File: src/rtl/a0_uart_pkg.sv
// a0_uart_pkg
//   Shared types and constants for the a0 UART streamer and related
//   peripherals: transmitter state encoding, UART frame data width and
//   the line idle level.
package a0_uart_pkg;

  typedef enum logic [1:0] {IDLE, START, DATA, STOP} uart_state_t;

  localparam int   UART_DATA_BITS  = 8;
  localparam logic UART_IDLE_LEVEL = 1'b1;

endpackage

File: src/rtl/a0_uart_streamer_sync_fifo.sv
// sync_fifo
//   Single-clock FIFO, first-word-fall-through (popData shows the head
//   whenever the FIFO is non-empty).
//   Ports:
//     clk, rst        clock, async active-high reset (clears pointers/count)
//     push, pushData  write request and data
//     pop             read request; advances the head
//     popData         current head word
//     full, empty     occupancy flags
//     count           words currently stored, 0..DEPTH
//   A push while full is accepted only if a pop happens in the same cycle;
//   a pop while empty is ignored.
module sync_fifo #(
  parameter int WIDTH = 32,
  parameter int DEPTH = 8
) (
  input  logic                     clk,
  input  logic                     rst,
  input  logic                     push,
  input  logic [WIDTH-1:0]         pushData,
  input  logic                     pop,
  output logic [WIDTH-1:0]         popData,
  output logic                     full,
  output logic                     empty,
  output logic [$clog2(DEPTH):0]   count
);

  localparam int AW = $clog2(DEPTH);

  logic [WIDTH-1:0] mem [DEPTH];
  logic [AW-1:0]    wrPtr, rdPtr;
  logic             wrEn, rdEn;

  assign full    = (count == (AW+1)'(DEPTH));
  assign empty   = (count == '0);
  assign rdEn    = pop && !empty;
  // the slot freed by a same-cycle pop can take the incoming word
  assign wrEn    = push && (!full || rdEn);
  assign popData = mem[rdPtr];

  always_ff @(posedge clk or posedge rst) begin
    if (rst) begin
      wrPtr <= '0;
      rdPtr <= '0;
      count <= '0;
    end else begin
      if (wrEn) wrPtr <= wrPtr + 1'b1;
      if (rdEn) rdPtr <= rdPtr + 1'b1;
      case ({wrEn, rdEn})
        2'b10:   count <= count + 1'b1;
        2'b01:   count <= count - 1'b1;
        default: count <= count;
      endcase
    end
  end

  always_ff @(posedge clk) begin
    if (wrEn) mem[wrPtr] <= pushData;
  end

endmodule

File: src/rtl/a0_uart_streamer.sv
// a0_uart_streamer
//   Watches the core's a0 register, queues every new value and sends it
//   over an 8N1 UART line, most-significant byte first, each byte LSB first.
//   Ports:
//     clk, rst     system clock, async active-high reset
//     a0           core result register
//     enable       capture enable (changes seen while low are not replayed)
//     tx           UART serial output, idles high (registered)
//     busy         transmitter not idle (registered)
//     overflow     sticky: a change was dropped because the FIFO was full
//     fifo_count   words currently queued
module a0_uart_streamer
  import a0_uart_pkg::*;
#(
  parameter int DATA_WIDTH   = 32,
  parameter int CLKS_PER_BIT = 868,
  parameter int FIFO_DEPTH   = 8
) (
  input  logic                          clk,
  input  logic                          rst,
  input  logic [DATA_WIDTH-1:0]         a0,
  input  logic                          enable,
  output logic                          tx,
  output logic                          busy,
  output logic                          overflow,
  output logic [$clog2(FIFO_DEPTH):0]   fifo_count
);

  localparam int NBYTES = DATA_WIDTH / UART_DATA_BITS;
  localparam int CW     = $clog2(CLKS_PER_BIT);
  localparam int BW     = (NBYTES > 1) ? $clog2(NBYTES) : 1;
  localparam int IW     = $clog2(UART_DATA_BITS);

  localparam logic [CW-1:0] CNT_MAX   = CW'(CLKS_PER_BIT - 1);
  localparam logic [BW-1:0] LAST_BYTE = BW'(NBYTES - 1);
  localparam logic [IW-1:0] LAST_BIT  = IW'(UART_DATA_BITS - 1);

  logic [DATA_WIDTH-1:0]     a0Q;
  logic                      pushReq, pop;
  logic                      fifoFull, fifoEmpty;
  logic [DATA_WIDTH-1:0]     fifoHead;

  uart_state_t               state, stateNxt;
  logic [CW-1:0]             cnt, cntNxt;
  logic [IW-1:0]             bitIdx, bitIdxNxt;
  logic [BW-1:0]             byteIdx, byteIdxNxt;
  logic [DATA_WIDTH-1:0]     wordSr, wordSrNxt;
  logic                      txNxt;
  logic [UART_DATA_BITS-1:0] curByte;
  logic                      periodEnd;

  // change detector: a0Q tracks a0 even while disabled
  always_ff @(posedge clk or posedge rst) begin
    if (rst) a0Q <= '0;
    else     a0Q <= a0;
  end

  assign pushReq = enable && (a0 != a0Q);

  sync_fifo #(
    .WIDTH (DATA_WIDTH),
    .DEPTH (FIFO_DEPTH)
  ) uFifo (
    .clk      (clk),
    .rst      (rst),
    .push     (pushReq),
    .pushData (a0),
    .pop      (pop),
    .popData  (fifoHead),
    .full     (fifoFull),
    .empty    (fifoEmpty),
    .count    (fifo_count)
  );

  // a push while full is only lost when no pop frees a slot that cycle
  always_ff @(posedge clk or posedge rst) begin
    if (rst)                              overflow <= 1'b0;
    else if (pushReq && fifoFull && !pop) overflow <= 1'b1;
  end

  assign curByte   = wordSr[DATA_WIDTH-1 -: UART_DATA_BITS];
  assign periodEnd = (cnt == CNT_MAX);

  always_ff @(posedge clk or posedge rst) begin
    if (rst) begin
      state   <= IDLE;
      cnt     <= '0;
      bitIdx  <= '0;
      byteIdx <= '0;
      wordSr  <= '0;
      tx      <= UART_IDLE_LEVEL;
      busy    <= 1'b0;
    end else begin
      state   <= stateNxt;
      cnt     <= cntNxt;
      bitIdx  <= bitIdxNxt;
      byteIdx <= byteIdxNxt;
      wordSr  <= wordSrNxt;
      tx      <= txNxt;
      busy    <= (stateNxt != IDLE);
    end
  end

  // tx is registered from the next-state decision, so the line changes on
  // the same edge the state does
  always_comb begin
    stateNxt   = state;
    cntNxt     = cnt;
    bitIdxNxt  = bitIdx;
    byteIdxNxt = byteIdx;
    wordSrNxt  = wordSr;
    txNxt      = tx;
    pop        = 1'b0;
    case (state)
      IDLE: begin
        txNxt = UART_IDLE_LEVEL;
        if (!fifoEmpty) begin
          pop        = 1'b1;
          wordSrNxt  = fifoHead;
          byteIdxNxt = '0;
          cntNxt     = '0;
          stateNxt   = START;
          txNxt      = 1'b0;
        end
      end
      START: begin
        if (periodEnd) begin
          cntNxt    = '0;
          bitIdxNxt = '0;
          stateNxt  = DATA;
          txNxt     = curByte[0];
        end else begin
          cntNxt = cnt + 1'b1;
        end
      end
      DATA: begin
        if (periodEnd) begin
          cntNxt = '0;
          if (bitIdx == LAST_BIT) begin
            stateNxt = STOP;
            txNxt    = UART_IDLE_LEVEL;
          end else begin
            bitIdxNxt = bitIdx + 1'b1;
            txNxt     = curByte[bitIdxNxt];
          end
        end else begin
          cntNxt = cnt + 1'b1;
        end
      end
      STOP: begin
        if (periodEnd) begin
          cntNxt = '0;
          if (byteIdx < LAST_BYTE) begin
            byteIdxNxt = byteIdx + 1'b1;
            wordSrNxt  = wordSr << UART_DATA_BITS;
            stateNxt   = START;
            txNxt      = 1'b0;
          end else if (!fifoEmpty) begin
            // next word starts straight after this stop bit, no idle gap
            pop        = 1'b1;
            wordSrNxt  = fifoHead;
            byteIdxNxt = '0;
            stateNxt   = START;
            txNxt      = 1'b0;
          end else begin
            stateNxt = IDLE;
            txNxt    = UART_IDLE_LEVEL;
          end
        end else begin
          cntNxt = cnt + 1'b1;
        end
      end
      default: begin
        stateNxt = IDLE;
        txNxt    = UART_IDLE_LEVEL;
      end
    endcase
  end

endmodule
File: config.mk
export PLATFORM = sky130hd
export DESIGN_NAME = a0_uart_streamer
export DESIGN_NICKNAME = d
export VERILOG_FILES = /design/src/rtl/a0_uart_pkg.sv /design/src/rtl/a0_uart_streamer_sync_fifo.sv /design/src/rtl/a0_uart_streamer.sv
export SDC_FILE = /design/constraint.sdc
export NUM_CORES = 1
export LEC_CHECK = 0
export CAP_MARGIN = 20
export CORE_ASPECT_RATIO = 1.25
export CORE_MARGIN = 10
export CORE_UTILIZATION = 40
export DETAILED_ROUTE_END_ITERATION = 16
export PLACE_DENSITY_LB_ADDON = 0.2
export SLEW_MARGIN = 10
export SYNTH_ARGS = -nofsm -noshare
export SYNTH_HDL_FRONTEND = slang
export SYNTH_SLANG_ARGS = --single-unit
export TNS_END_PERCENT = 20
File: constraint.sdc
create_clock -name clk -period 5.22 [get_ports clk]
set_input_delay 0.522 -clock clk [delete_from_list [all_inputs] [get_ports clk]]
set_output_delay 0.522 -clock clk [all_outputs]
set_load 0.02 [all_outputs]
==> results of run 1 <==
-- path summary, 6_finish.rpt --
path | from | end | slack (ns) | cells after the start
worst max-delay path | cnt[0]$_DFFE_PP0P_ | uFifo.mem[4][28]$_DFFE_PP_ | 1.49 | 8
worst min-delay path | rst | uFifo.rdPtr[0]$_DFFE_PP0P_ | 0.46 | 2
worst max register to register | cnt[0]$_DFFE_PP0P_ | uFifo.mem[4][28]$_DFFE_PP_ | 1.49 | 8
worst min register to register | tx$_DFFE_PP1P_ | tx$_DFFE_PP1P_ | 0.49 | 2
max in group asynchronous | rst | a0Q[30]$_DFF_PP0_ | 3.63 | 3
min in group clk | tx$_DFFE_PP1P_ | tx$_DFFE_PP1P_ | 0.49 | 2
-- where the power goes --
part,leakage (nW),internal (mW),switching (mW)
Combinational,1.61,1.20,1.34
Sequential,3.43,3.54,0.416
Clock,0.555,1.43,1.02
-- registers in the layout, indices dropped and copies added (netlist names) --
name / cells
uFifo.mem: 256
a0Q: 32
wordSr: 32
cnt: 10
uFifo.count: 4
bitIdx: 3
uFifo.rdPtr: 3
uFifo.wrPtr: 3
byteIdx: 2
state: 2
busy: 1
overflow: 1
tx: 1
-- per-stage QoR --
stage	util	power [mW]	setup slack, ns	hold slack [ns]	cells
detailed placement	0.4342	6.567	0.9472	0.4823	1260
global placement	0.4342	6.486	1.048	0.4786	1260
CTS	0.4669	9.033	1.430	0.4881	1324
finish	0.4677	8.953	1.487	0.4584	1326
global route	0.4677	9.441	1.139	0.5155	1325
floorplan	-	5.751	-0.1617	0.4662	769
-- placed cells by master, fill, tap and decap left out, drive strengths merged, types with 7 or more instances in the layout --
master | netlist | routed
edfxtp | 256 | 256
dfrtp | 93 | 93
mux4 | 66 | 66
nor2 | 49 | 49
clkbuf | 12 | 49
xor2 | 44 | 44
clkdlybuf4s50 | 0 | 41
a211oi | 34 | 34
mux2i | 32 | 32
nor3 | 31 | 31
nand2 | 21 | 21
buf | 25 | 20
ha | 14 | 14
nor4 | 12 | 12
clkinv | 0 | 12
o21ai | 11 | 11
inv | 7 | 8
nand4 | 7 | 7
-- area by class of cell --
| cell class | instances | area share |
|---|---|---|
| diodes | 1 | 0.0001554 |
| clock buffers | 49 | 0.06155 |
| clock inverters | 15 | 0.008237 |
| inverters | 7 | 0.001787 |
| multi-input cells | 375 | 0.2318 |
| flip-flops and latches | 350 | 0.6240 |
| well taps | 468 | 0.03637 |
| repair buffers | 61 | 0.03606 |
-- logic make-up (layout without fill, tap and decap cells) --
logic type,Yosys count,count (layout)
flops,350,350
simple gates,146,146
buf+inv,44,132
compound gates,66,66
fa+ha+maj,14,14
mux,102,102
other cells,0,1
xor+xnor,47,47
-- routing by layer --
metal  track usage  up-vias  share of wire
met1        0.1761     3680           0.41
met3       0.02747       40          0.047
met5             0        -              0
met2        0.2461      133           0.52
met4       0.04139        0          0.020
li1              -     3156              -
==> results.json, run 1 <==
{
  "min_period_ns": 3.733,
  "finClkSkew_ns": 0.01208,
  "synth_fp_nets": 818,
  "synth.most_common_cell": "edfxtp_1",
  "power_density_nw_per_um2": 556.0,
  "synth-edff-count": 256,
  "cts_tree": "built",
  "start_util": 0.4047,
  "ctsResizeCount": 0,
  "fin_nets": 880,
  "seqCellArea_um2": 10050,
  "synth_warnings": 0,
  "crit_top_cell": "buf_4",
  "clock-root-buffer": "clkbuf_16",
  "async_reset_ff_frac": 0.2686,
  "yosys.area.top_type": "edfxtp_1",
  "synth_xor_area_frac": 0.02955,
  "num_io_pins": 42,
  "cp_slowest_cell": "nor4b_2",
  "start_kind": "register",
  "cap_viol_max_count": 0,
  "hold_buffers": 0,
  "viasPerCell": 5.286,
  "num_rows": 76,
  "synth_common_cells": "edfxtp_1 (256), dfrtp_1 (93), mux4_2 (66), nor2_1 (48), xor2_1 (44)",
  "synthAdderAreaFrac": 0.01257,
  "die_h_um": 228.7,
  "rsz0062_at_grt": "no",
  "worst_path_largest_cell_delay_ns": 0.73,
  "routed_wl_um": 29920,
  "outcome": "completed",
  "track_usage": 0.1418,
  "die_w_um": 186.9,
  "hp-class": "input port to asynchronous set/reset pin",
  "setup_viol": 0,
  "coreArea_um2": 34420,
  "drtAntennaViolNets": 0,
  "maxSlewViolCount": 0,
  "required_ns": 5.38,
  "design_area_um2": 16100,
  "max-vdd-ir-drop_v": 0.0002461,
  "synth_cell_types": 53,
  "cp_max_fo": 26,
  "fmax_mhz": 267.9,
  "detail_route.iter0.violations": 567,
  "period_share": 0.7151,
  "synth_top_area_frac": 0.5518,
  "die_area_um2": 42740,
  "yosys.area_share.simple": 0.05424,
  "place_hpwl_um": 17530,
  "drive_gt1_frac": 0.1902,
  "p_leak_nw": 5.591,
  "cts_buffers": 36,
  "synth_area_leaders": "edfxtp_1 (55%), dfrtp_1 (17%), mux4_2 (11%)",
  "synth.mux.area_fraction": 0.1329,
  "fin_tns_setup_ns": 0,
  "htreeDepth": 2,
  "cts_setup_buffers": 0,
  "slew_headroom": 0.3299,
  "placed_cell_area_um2": 14950,
  "synth_compound_area_frac": 0.03458,
  "cp.buffers_inverters": 2,
  "vias": 7009,
  "crit_family": "simple AND/OR/NAND/NOR gates",
  "fillers": 2961,
  "antenna_found_initial": 1,
  "avgSynthCellArea_um2": 18.12,
  "cts_buffer_depth": 3,
  "ys_ff_latch": 350,
  "critPathCaptureType": "register",
  "wl_per_cell_um": 22.56,
  "synth_top_family_by_area": "multiplexers",
  "critical_path_class": "register to register",
  "clk_latency_ns": 0.52,
  "hold_violations": 0,
  "port_buffers": 41,
  "synthesis.area_um2": 13930,
  "first_pass_iters": 4,
  "cts.sinks": 350,
  "gp_congestion": 0.7172,
  "synth_flop_cell": "edfxtp_1",
  "worst_slew_pin_slew_ns": 1.005,
  "grt_max_degree": 50,
  "multi_input_area_um2": 3732,
  "grt_first_pass_wirelength_um": 46600,
  "synth_cells": 769,
  "grt_overflow": 0,
  "arrival_ns": 3.89,
  "clk_pin_slew_ns": 0.06,
  "grt_pass1_vias": 7452,
  "seq_area_frac_synth": 0.7207,
  "drcViolationCount": 0,
  "worstPathCellList": "ha_1 -> nor3b_1 -> and4_1 -> a41o_1 -> o211ai_2 -> buf_4 -> nor4b_2 -> buf_4",
  "syn_to_final_growth_pct": 15.56
}
Note: power is estimated with default switching activity, not from simulation.
==> inputs of run 2 (changes only) <==
- clock period: 5.22 -> 3.7 ns (I/O delays scaled with it)
==> run 2 against run 1 <==
Clock power is 47% higher. Power is 44% higher. Global-route usage increased by 0.38 points. Critical path depth rose by 5. Critical endpoint is now uFifo.count[2]$_DFFE_PP0P_. Cell count grew 1.4%. Sequential power grew 41%. Combinational power increased by 46%.
==> results.json, run 2 (synthesis gave the netlist of run 1 again) <==
{
  "drive_gt1_frac": 0.2048,
  "critical_path_class": "register to register",
  "critPathCaptureType": "register",
  "switching_power_mw": 4.001,
  "required_ns": 4.11,
  "cts_buffer_depth": 3,
  "cp.buffers_inverters": 1,
  "hold_violations": 0,
  "worst_path_largest_cell_delay_ns": 0.44,
  "crit_family": "simple AND/OR/NAND/NOR gates",
  "min_period_ns": 3.053,
  "largest_reg_flops": 256,
  "finClkSkew_ns": 0.01447,
  "ctsResizeCount": 0,
  "grt_pass1_vias": 7758,
  "worst_slew_pin_slew_ns": 0.8897,
  "drcViolationCount": 0,
  "postLayoutCoreUtil": 0.4775,
  "r2r_slack_ns": 0.65,
  "post-place-ws_ns": 0.1405,
  "arrival_ns": 3.46,
  "grt_first_pass_wirelength_um": 47560,
  "detail_route.iter0.violations": 452,
  "cts_setup_buffers": 0,
  "place_hpwl_um": 18100,
  "power_density_nw_per_um2": 785.7,
  "setup_viol": 0,
  "coreArea_um2": 34420,
  "die_w_um": 186.9,
  "cts_buffers": 37,
  "track_usage": 0.1456,
  "worstPathCellList": "ha_1 -> nor3b_1 -> and4_1 -> buf_4 -> a41o_1 -> o211ai_2 -> ha_1 -> xor2_1 -> ha_1 -> a21oi_1 -> xor2_1 -> nor2_1 -> xor2_1",
  "fmax_mhz": 327.5,
  "syn_to_final_growth_pct": 17.97,
  "slew_headroom": 0.4069,
  "swShare": 0.3098,
  "drtAntennaViolNets": 0,
  "first_pass_iters": 5,
  "placed_cells": 1276,
  "top_regs": "uFifo.mem: 256 flops, a0Q: 32 flops, wordSr: 32 flops",
  "die_h_um": 228.7,
  "gp_congestion": 0.7936,
  "start_kind": "register",
  "cts_tree": "built",
  "finalPower_mw": 12.91,
  "design_area_um2": 16440,
  "hp-class": "input port to asynchronous set/reset pin",
  "pwr-share-comb": 0.286,
  "pwr-share-clk": 0.280,
  "outcome": "completed",
  "cp_slowest_cell": "dfrtp_1",
  "max-vdd-ir-drop_v": 0.0003550,
  "routed_wl_um": 31000,
  "cap_viol_max_count": 0,
  "antenna_found_initial": 2,
  "grt_max_degree": 57,
  "clk_pin_slew_ns": 0.06,
  "cp_max_fo": 12,
  "clk_latency_ns": 0.53,
  "placed_cell_area_um2": 15240,
  "start_util": 0.4047,
  "cts.sinks": 350,
  "vias": 7124,
  "worst_slack_ns": 0.6468,
  "fillers": 2921,
  "die_area_um2": 42740,
  "intPower_mw": 8.912,
  "hold_buffers": 0,
  "final_cells": 1344,
  "layout_commonest_cell": "edfxtp_1",
  "rsz0062_at_grt": "no",
  "wl_per_cell_um": 23.07,
  "htreeDepth": 2,
  "final_cell_mix": "edfxtp_1 (256), dfrtp_1 (90), mux4_2 (66)",
  "num_rows": 76,
  "top_register": "uFifo.mem",
  "clock-root-buffer": "clkbuf_16",
  "period_share": 0.8252,
  "maxSlewViolCount": 0,
  "sequentialPowerShare": 0.434,
  "viasPerCell": 5.301,
  "grt_overflow": 0,
  "fin_nets": 896,
  "port_buffers": 41,
  "num_io_pins": 42,
  "p_leak_nw": 5.734
}
[run 2: path summary, 6_finish.rpt]
check                              startpoint                          to  depth (start not counted)
max reg2reg                cnt[0]$_DFFE_PP0P_  uFifo.count[2]$_DFFE_PP0P_                         13
max                        cnt[0]$_DFFE_PP0P_  uFifo.count[2]$_DFFE_PP0P_                         13
max in group asynchronous                 rst              tx$_DFFE_PP1P_                          3
min reg2reg                    tx$_DFFE_PP1P_              tx$_DFFE_PP1P_                          2
min                                       rst  uFifo.wrPtr[0]$_DFFE_PP0P_                          2
min in group clk               tx$_DFFE_PP1P_              tx$_DFFE_PP1P_                          2
[run 2: through the flow]
step                TNS (ns)  hold WS (ns)
finish                     0        0.3646
floorplan             -62.13        0.4014
CTS                        0        0.3933
global route               0        0.4501
detailed placement         0        0.4794
global placement           0        0.4820
[run 2: area by class of cell]
class	instances	area, um2	area share
Antenna cell	2	5.005	0.0003045
Clock buffer	54	1072	0.06524
Clock inverter	12	118.9	0.007232
Inverter	7	28.78	0.001751
Multi-Input combinational cell	375	3767	0.2292
Sequential cell	350	10050	0.6113
Tap cell	468	585.6	0.03563
Timing Repair Buffer	76	810.8	0.04933
[run 2: worst register-to-register path, stage by stage (launching register included)]
cell and delay (ns):
dfrtp_1 0.44, ha_1 0.24, nor3b_1 0.35, and4_1 0.25, buf_4 0.19, a41o_1 0.23, o211ai_2 0.12, ha_1 0.22
xor2_1 0.14, ha_1 0.19, a21oi_1 0.17, xor2_1 0.17, nor2_1 0.07, xor2_1 0.14
[run 2: power by group through the flow]
stage	clock network (mW)	logic (mW)	registers, mW
floorplan	0	2.78	5.34
global placement	0	3.62	5.70
detailed placement	0	3.76	5.69
CTS	3.70	3.78	5.62
global route	3.86	4.04	5.70
finish	3.61	3.70	5.60
[run 2: layer usage]
layer / vias up / global-route usage / wire length [um]
met4: 0 / 0.06714 / 1211
met1: 3729 / 0.1766 / 12880
met2: 148 / 0.2471 / 15720
met5: - / 0 / 0
met3: 57 / 0.02732 / 1192
li1: 3190 / - / -
==> inputs of run 3 (changes only) <==
- clock period: 3.7 -> 2.6 ns (I/O delays scaled with it)
==> run 3 against run 2 <==
Sequential cell count did not move. Design area rose by 5.8%. Cell count rose by 5.4%. Largest cell class unchanged. The run now ends with negative setup slack left. Highest routed layer unchanged. Power rose by 48%. Maximum frequency rose by 15%. Critical path depth fell by 2. Clock skew barely moved. Combinational power rose by 72%. Sequential power rose by 36%. Via count rose by 4.3%. Core utilization rose by 2.8 points.
==> results.json, run 3 (synthesis gave the netlist of run 1 again) <==
{
  "drtAntennaViolNets": 0,
  "antenna_cells": 0,
  "grt_max_degree": 67,
  "design_area_um2": 17380,
  "arrival_ns": 3.09,
  "final_cell_mix": "edfxtp_1 (256), dfrtp_1 (90), buf_4 (75)",
  "pwr-share-comb": 0.332,
  "largest_reg_flops": 256,
  "violations": "negative setup slack",
  "num_io_pins": 42,
  "drcViolationCount": 0,
  "place_hpwl_um": 19980,
  "routed_wl_um": 31830,
  "pwr-share-clk": 0.271,
  "die_w_um": 186.9,
  "cts_buffer_depth": 3,
  "vias": 7427,
  "setup_viol": 1,
  "die_h_um": 228.7,
  "grt_first_pass_wirelength_um": 48240,
  "slew_headroom": 0.5707,
  "critPathCaptureType": "register",
  "required_ns": 3.05,
  "die_area_um2": 42740,
  "cts_tree": "built",
  "hp-class": "input port to asynchronous set/reset pin",
  "antenna_found_initial": 0,
  "cts.sinks": 350,
  "top_register": "uFifo.mem",
  "swShare": 0.3084,
  "clock-root-buffer": "clkbuf_16",
  "coreArea_um2": 34420,
  "wl_met3_um": 1377,
  "finClkSkew_ns": 0.01456,
  "rsz0062_at_grt": "yes",
  "clk_pin_slew_ns": 0.06,
  "cap_viol_max_count": 0,
  "track_usage": 0.1474,
  "hold_violations": 0,
  "period_share": 1.017,
  "min_period_ns": 2.644,
  "intPower_mw": 13.24,
  "m1WireLength_um": 12990,
  "htreeDepth": 2,
  "hold_slack_ns": 0.05919,
  "first_pass_iters": 7,
  "maxSlewViolCount": 0,
  "cts_buffers": 36,
  "drive_gt1_frac": 0.2848,
  "sequentialPowerShare": 0.397,
  "p_leak_nw": 6.196,
  "worst_slew_pin_slew_ns": 0.6417,
  "routed.top_layer": "met4",
  "fin_tns_setup_ns": -0.04356,
  "met2_length_um": 16670,
  "port_buffers": 41,
  "switching_power_mw": 5.905,
  "worst_slack_ns": -0.04356,
  "max-vdd-ir-drop_v": 0.0006032,
  "viasPerCell": 5.245,
  "critical_path_class": "register to register",
  "layout_commonest_cell": "edfxtp_1",
  "outcome": "complete, but fails checks",
  "detail_route.iter0.violations": 416,
  "fin_nets": 969,
  "grt_overflow": 0,
  "placed_cell_area_um2": 15920,
  "cp_max_fo": 3,
  "clk_latency_ns": 0.52,
  "gp_congestion": 0.7867,
  "fillers": 2842,
  "top_regs": "uFifo.mem: 256 flops, a0Q: 32 flops, wordSr: 32 flops",
  "grt_pass1_vias": 7914,
  "syn_to_final_growth_pct": 24.78,
  "num_rows": 76,
  "wl_per_cell_um": 22.48,
  "fmax_mhz": 378.3,
  "start_kind": "register",
  "finalPower_mw": 19.15,
  "postLayoutCoreUtil": 0.5050,
  "start_util": 0.4047,
  "power_density_nw_per_um2": 1101
}
## run 3: changes by cell type in the layout (fill, tap and decap cells not counted), sizes merged
cell / before / now
bufinv: 2 / 4
clkinv: 7 / 8
diode: 2 / 0
inv: 9 / 10
clkbuf: 54 / 48
clkinvlp: 1 / 3
buf: 35 / 109
## run 3: metal layers
layer,vias up,global-route usage
met1,3885,0.1810
met5,-,0
met2,154,0.2582
li1,3345,-
met4,0,0.05250
met3,43,0.02320
## run 3: critical path, stage by stage (launching register included)
cell      delay, ns
dfrtp_1        0.37
xor2_1         0.22
nor4_1         0.39
nand4_1        0.27
o211ai_4       0.32
ha_4           0.19
xor2_1         0.15
ha_2           0.19
a21oi_2        0.04
xor2_1         0.16
nor2_1         0.14
xor2_1         0.15
## run 3: what timing repair did
action	in CTS	in global routing
gates resized for setup	10	18
hold endpoints to repair	0	0
buffers inserted	10	8
pin swaps	15	16
hold buffers	0	0
endpoints found under the setup margin	262	259
## run 3: final timing paths
| kind | to | startpoint | slack, ns | depth (start not counted) |
|---|---|---|---|---|
| setup / recovery | uFifo.count[2]$_DFFE_PP0P_ | a0Q[11]$_DFF_PP0_ | -0.04 | 11 |
| hold / removal | cnt[3]$_DFFE_PP0P_ | rst | 0.06 | 2 |
| setup reg to reg | uFifo.count[2]$_DFFE_PP0P_ | a0Q[11]$_DFF_PP0_ | -0.04 | 11 |
| hold reg to reg | tx$_DFFE_PP1P_ | tx$_DFFE_PP1P_ | 0.48 | 2 |
| max in group asynchronous | tx$_DFFE_PP1P_ | rst | 1.93 | 3 |
| min in group clk | a0Q[28]$_DFF_PP0_ | a0[28] | 0.29 | 1 |
## run 3: power by group through the flow
stage | logic [mW] | registers, mW | clock network, mW
after floorplan | 4.07 | 7.59 | 0
after global placement | 6.17 | 7.66 | 0
after detailed placement | 6.25 | 7.72 | 0
after CTS | 6.35 | 7.61 | 5.30
after global routing | 6.89 | 7.70 | 5.52
final | 6.36 | 7.61 | 5.18
## run 3: cell type report
class	instances	area [um2]	area share
inverters	7	28.78	0.001655
multi-input cells	375	3930	0.2261
well taps	468	585.6	0.03368
clock inverters	18	209.0	0.01202
repair buffers	150	1597	0.09184
clock buffers	48	987.2	0.05679
flip-flops and latches	350	10050	0.5779
## run 3: stage by stage
step / cells / setup WS (ns)
after floorplan: 769 / -0.4679
after global placement: 1335 / -1.064
after detailed placement: 1335 / -0.8870
after CTS: 1410 / -0.08026
after global routing: 1416 / -0.1690
final: 1416 / -0.04356
==> patch (settings of run 2) <==
The 4 states of `uart_state_t` get a one-hot encoding in 4 bits.
--- a/src/rtl/a0_uart_pkg.sv
+++ b/src/rtl/a0_uart_pkg.sv
@@ -4,7 +4,7 @@
 //   the line idle level.
 package a0_uart_pkg;
 
-  typedef enum logic [1:0] {IDLE, START, DATA, STOP} uart_state_t;
+  typedef enum logic [3:0] {IDLE = 4'b0001, START = 4'b0010, DATA = 4'b0100, STOP = 4'b1000} uart_state_t;
 
   localparam int   UART_DATA_BITS  = 8;
   localparam logic UART_IDLE_LEVEL = 1'b1;
Function: no difference found for any inputs over 4 cycles, from zero or initial values and one cycle with rst high; so few cycles prove little.
==> patch against run 2 <==
- design area is 0.98% higher
- final cell count up 1.0%
- combinational power shrank 5.7%
- die area up 0.51%
- sequential share of layout area is 0.29 points lower
- routed wire length increased by 2.8%
- total power decreased by 1.8%
- area after synthesis is 0.57% higher
- maximum frequency increased by 0.41%
- clock skew increased by 1.5 ps
- setup slack improved by 12 ps
- first-iteration DRC count grew 18%
- sequential cell count rose by 2
- highest routed layer unchanged
==> patch: results (changes against run 2) <==
outcome: "complete, no violations"  # unchanged
insertion_delay_ps: 520
final_layout_size_suffix_gt1_share_pct: 23.60  # was 20.48%
dr_total_vias: 7202  # was 7124
antenna_found_initial: 0  # was 2
critPathSlowestCell: "xnor2_1"  # was dfrtp_1
largestRegisters: "uFifo.mem (256), a0Q (32), wordSr (32)"  # unchanged
grt_pass1_wl_um: 48170  # was 47560 um
grt_max_degree: 55  # was 57
synth-xor-area-share_pct: 2.688  # was 2.955%
synth-edff-count: 256  # unchanged
syn_nets: 810  # was 818
drtIter0Drc: 533  # was 452
fin_nets: 906  # was 896
ys_warn_count: 0  # unchanged
dp_hpwl_um: 20030  # was 18100 um
ys_types: 53  # unchanged
pre_cts_ws_ps: 165.2  # was 140.5 ps
async_flop_share_pct: 27.27  # was 26.86%
cts_inserted_buffers: 37  # unchanged
cts_resized: 0  # unchanged
clock_path_buffers: 3  # unchanged
grt_use_total_pct: 14.68  # was 14.56%
skew_ps: 16.00  # was 14.47 ps
cts.htree.levels: 2  # unchanged
cp_top_family: "simple AND/OR/NAND/NOR gates"  # unchanged
wl_per_cell_um: 23.47  # was 23.07 um
vdd_drop_max_mv: 0.2876  # was 0.3550 mV
slew_headroom_pct: 30.37  # was 40.69%
crit_fanout: 4  # was 12
gp_congestion: 0.7667  # was 0.7936
diodes: 0  # was 2
drt_first_pass_iters: 5  # unchanged
synth-seq-area-share_pct: 72.03  # was 72.07%
synthAdderAreaFrac_pct: 0.8037  # was 1.257%
hp-class: "in -> async"  # unchanged
synth_compound_area_share_pct: 3.956  # was 3.458%
synthTopCellsByCount: "edfxtp_1 (256), dfrtp_1 (94), mux4_2 (66), nor2_1 (43), xnor2_1 (37)"  # was edfxtp_1 (256), dfrtp_1 (93), mux4_2 (66), nor2_1 (48), xor2_1 (44)
synth_mux_area_share_pct: 13.30  # was 13.29%
cts_root_buf: "clkbuf_16"  # unchanged
synth_top_cells_by_area: "edfxtp_1 (55%), dfrtp_1 (17%), mux4_2 (11%)"  # unchanged
portBuffers: 41  # unchanged
clk_pin_slew_worst_paths_ps: 60  # about the same
grt_pass1_vias: 7850  # was 7758
postCtsSetupBuffers: 0  # unchanged
cp_slowest_stage_delay_ps: 420  # was 440 ps
critPathArrivalTime_ps: 3430  # was 3460 ps
leakage_nw: 5.741  # was 5.734 nW
placed_area_sq_mm: 0.01538  # was 0.01524 sq mm
## patch: where the power goes
part	total, W	switching (W)	internal (W)
logic	0.00349	0.00182	0.00167
registers	0.00550	0.000502	0.00500
clock network	0.00370	0.00148	0.00222
## patch: routing by layer
| metal | part of all wire (%) | global-route usage, % |
|---|---|---|
| met1 | 40 | 17.18 |
| met2 | 54 | 26.98 |
| met3 | 3.2 | 2.083 |
| met5 | 0 | 0 |
| met4 | 2.7 | 4.907 |
## patch: worst paths after layout
path / startpoint / endpoint / cells after the start / slack [ps]
hold reg to reg: cnt[9]$_DFFE_PP0P_ / cnt[9]$_DFFE_PP0P_ / 1 / 490
setup / recovery: a0Q[16]$_DFF_PP0_ / uFifo.count[2]$_DFFE_PP0P_ / 14 / 660
setup reg to reg: a0Q[16]$_DFF_PP0_ / uFifo.count[2]$_DFFE_PP0P_ / 14 / 660
min in group clk: cnt[9]$_DFFE_PP0P_ / cnt[9]$_DFFE_PP0P_ / 1 / 490
max in group asynchronous: rst / wordSr[26]$_DFFE_PP0P_ / 3 / 2570
hold / removal: rst / uFifo.count[1]$_DFFE_PP0P_ / 2 / 380
## patch: layout make-up
class	instances	area, sq um
fill	2891	17920
sequential	352	10100
multi-input combinational	372	3705
clock buffer	53	1027
timing repair buffer	94	970.9
tap	468	585.6
clock inverter	14	186.4
inverter	5	23.77
## patch: stage by stage
step / power [W] / utilization, % / cells
after global routing: 0.01329 / 48.08 / 1358
after floorplan: 0.007897 / - / 766
after detailed placement: 0.009150 / 44.57 / 1291
final: 0.01269 / 48.08 / 1358
after CTS: 0.01288 / 48.08 / 1358
after global placement: 0.009056 / 44.57 / 1291
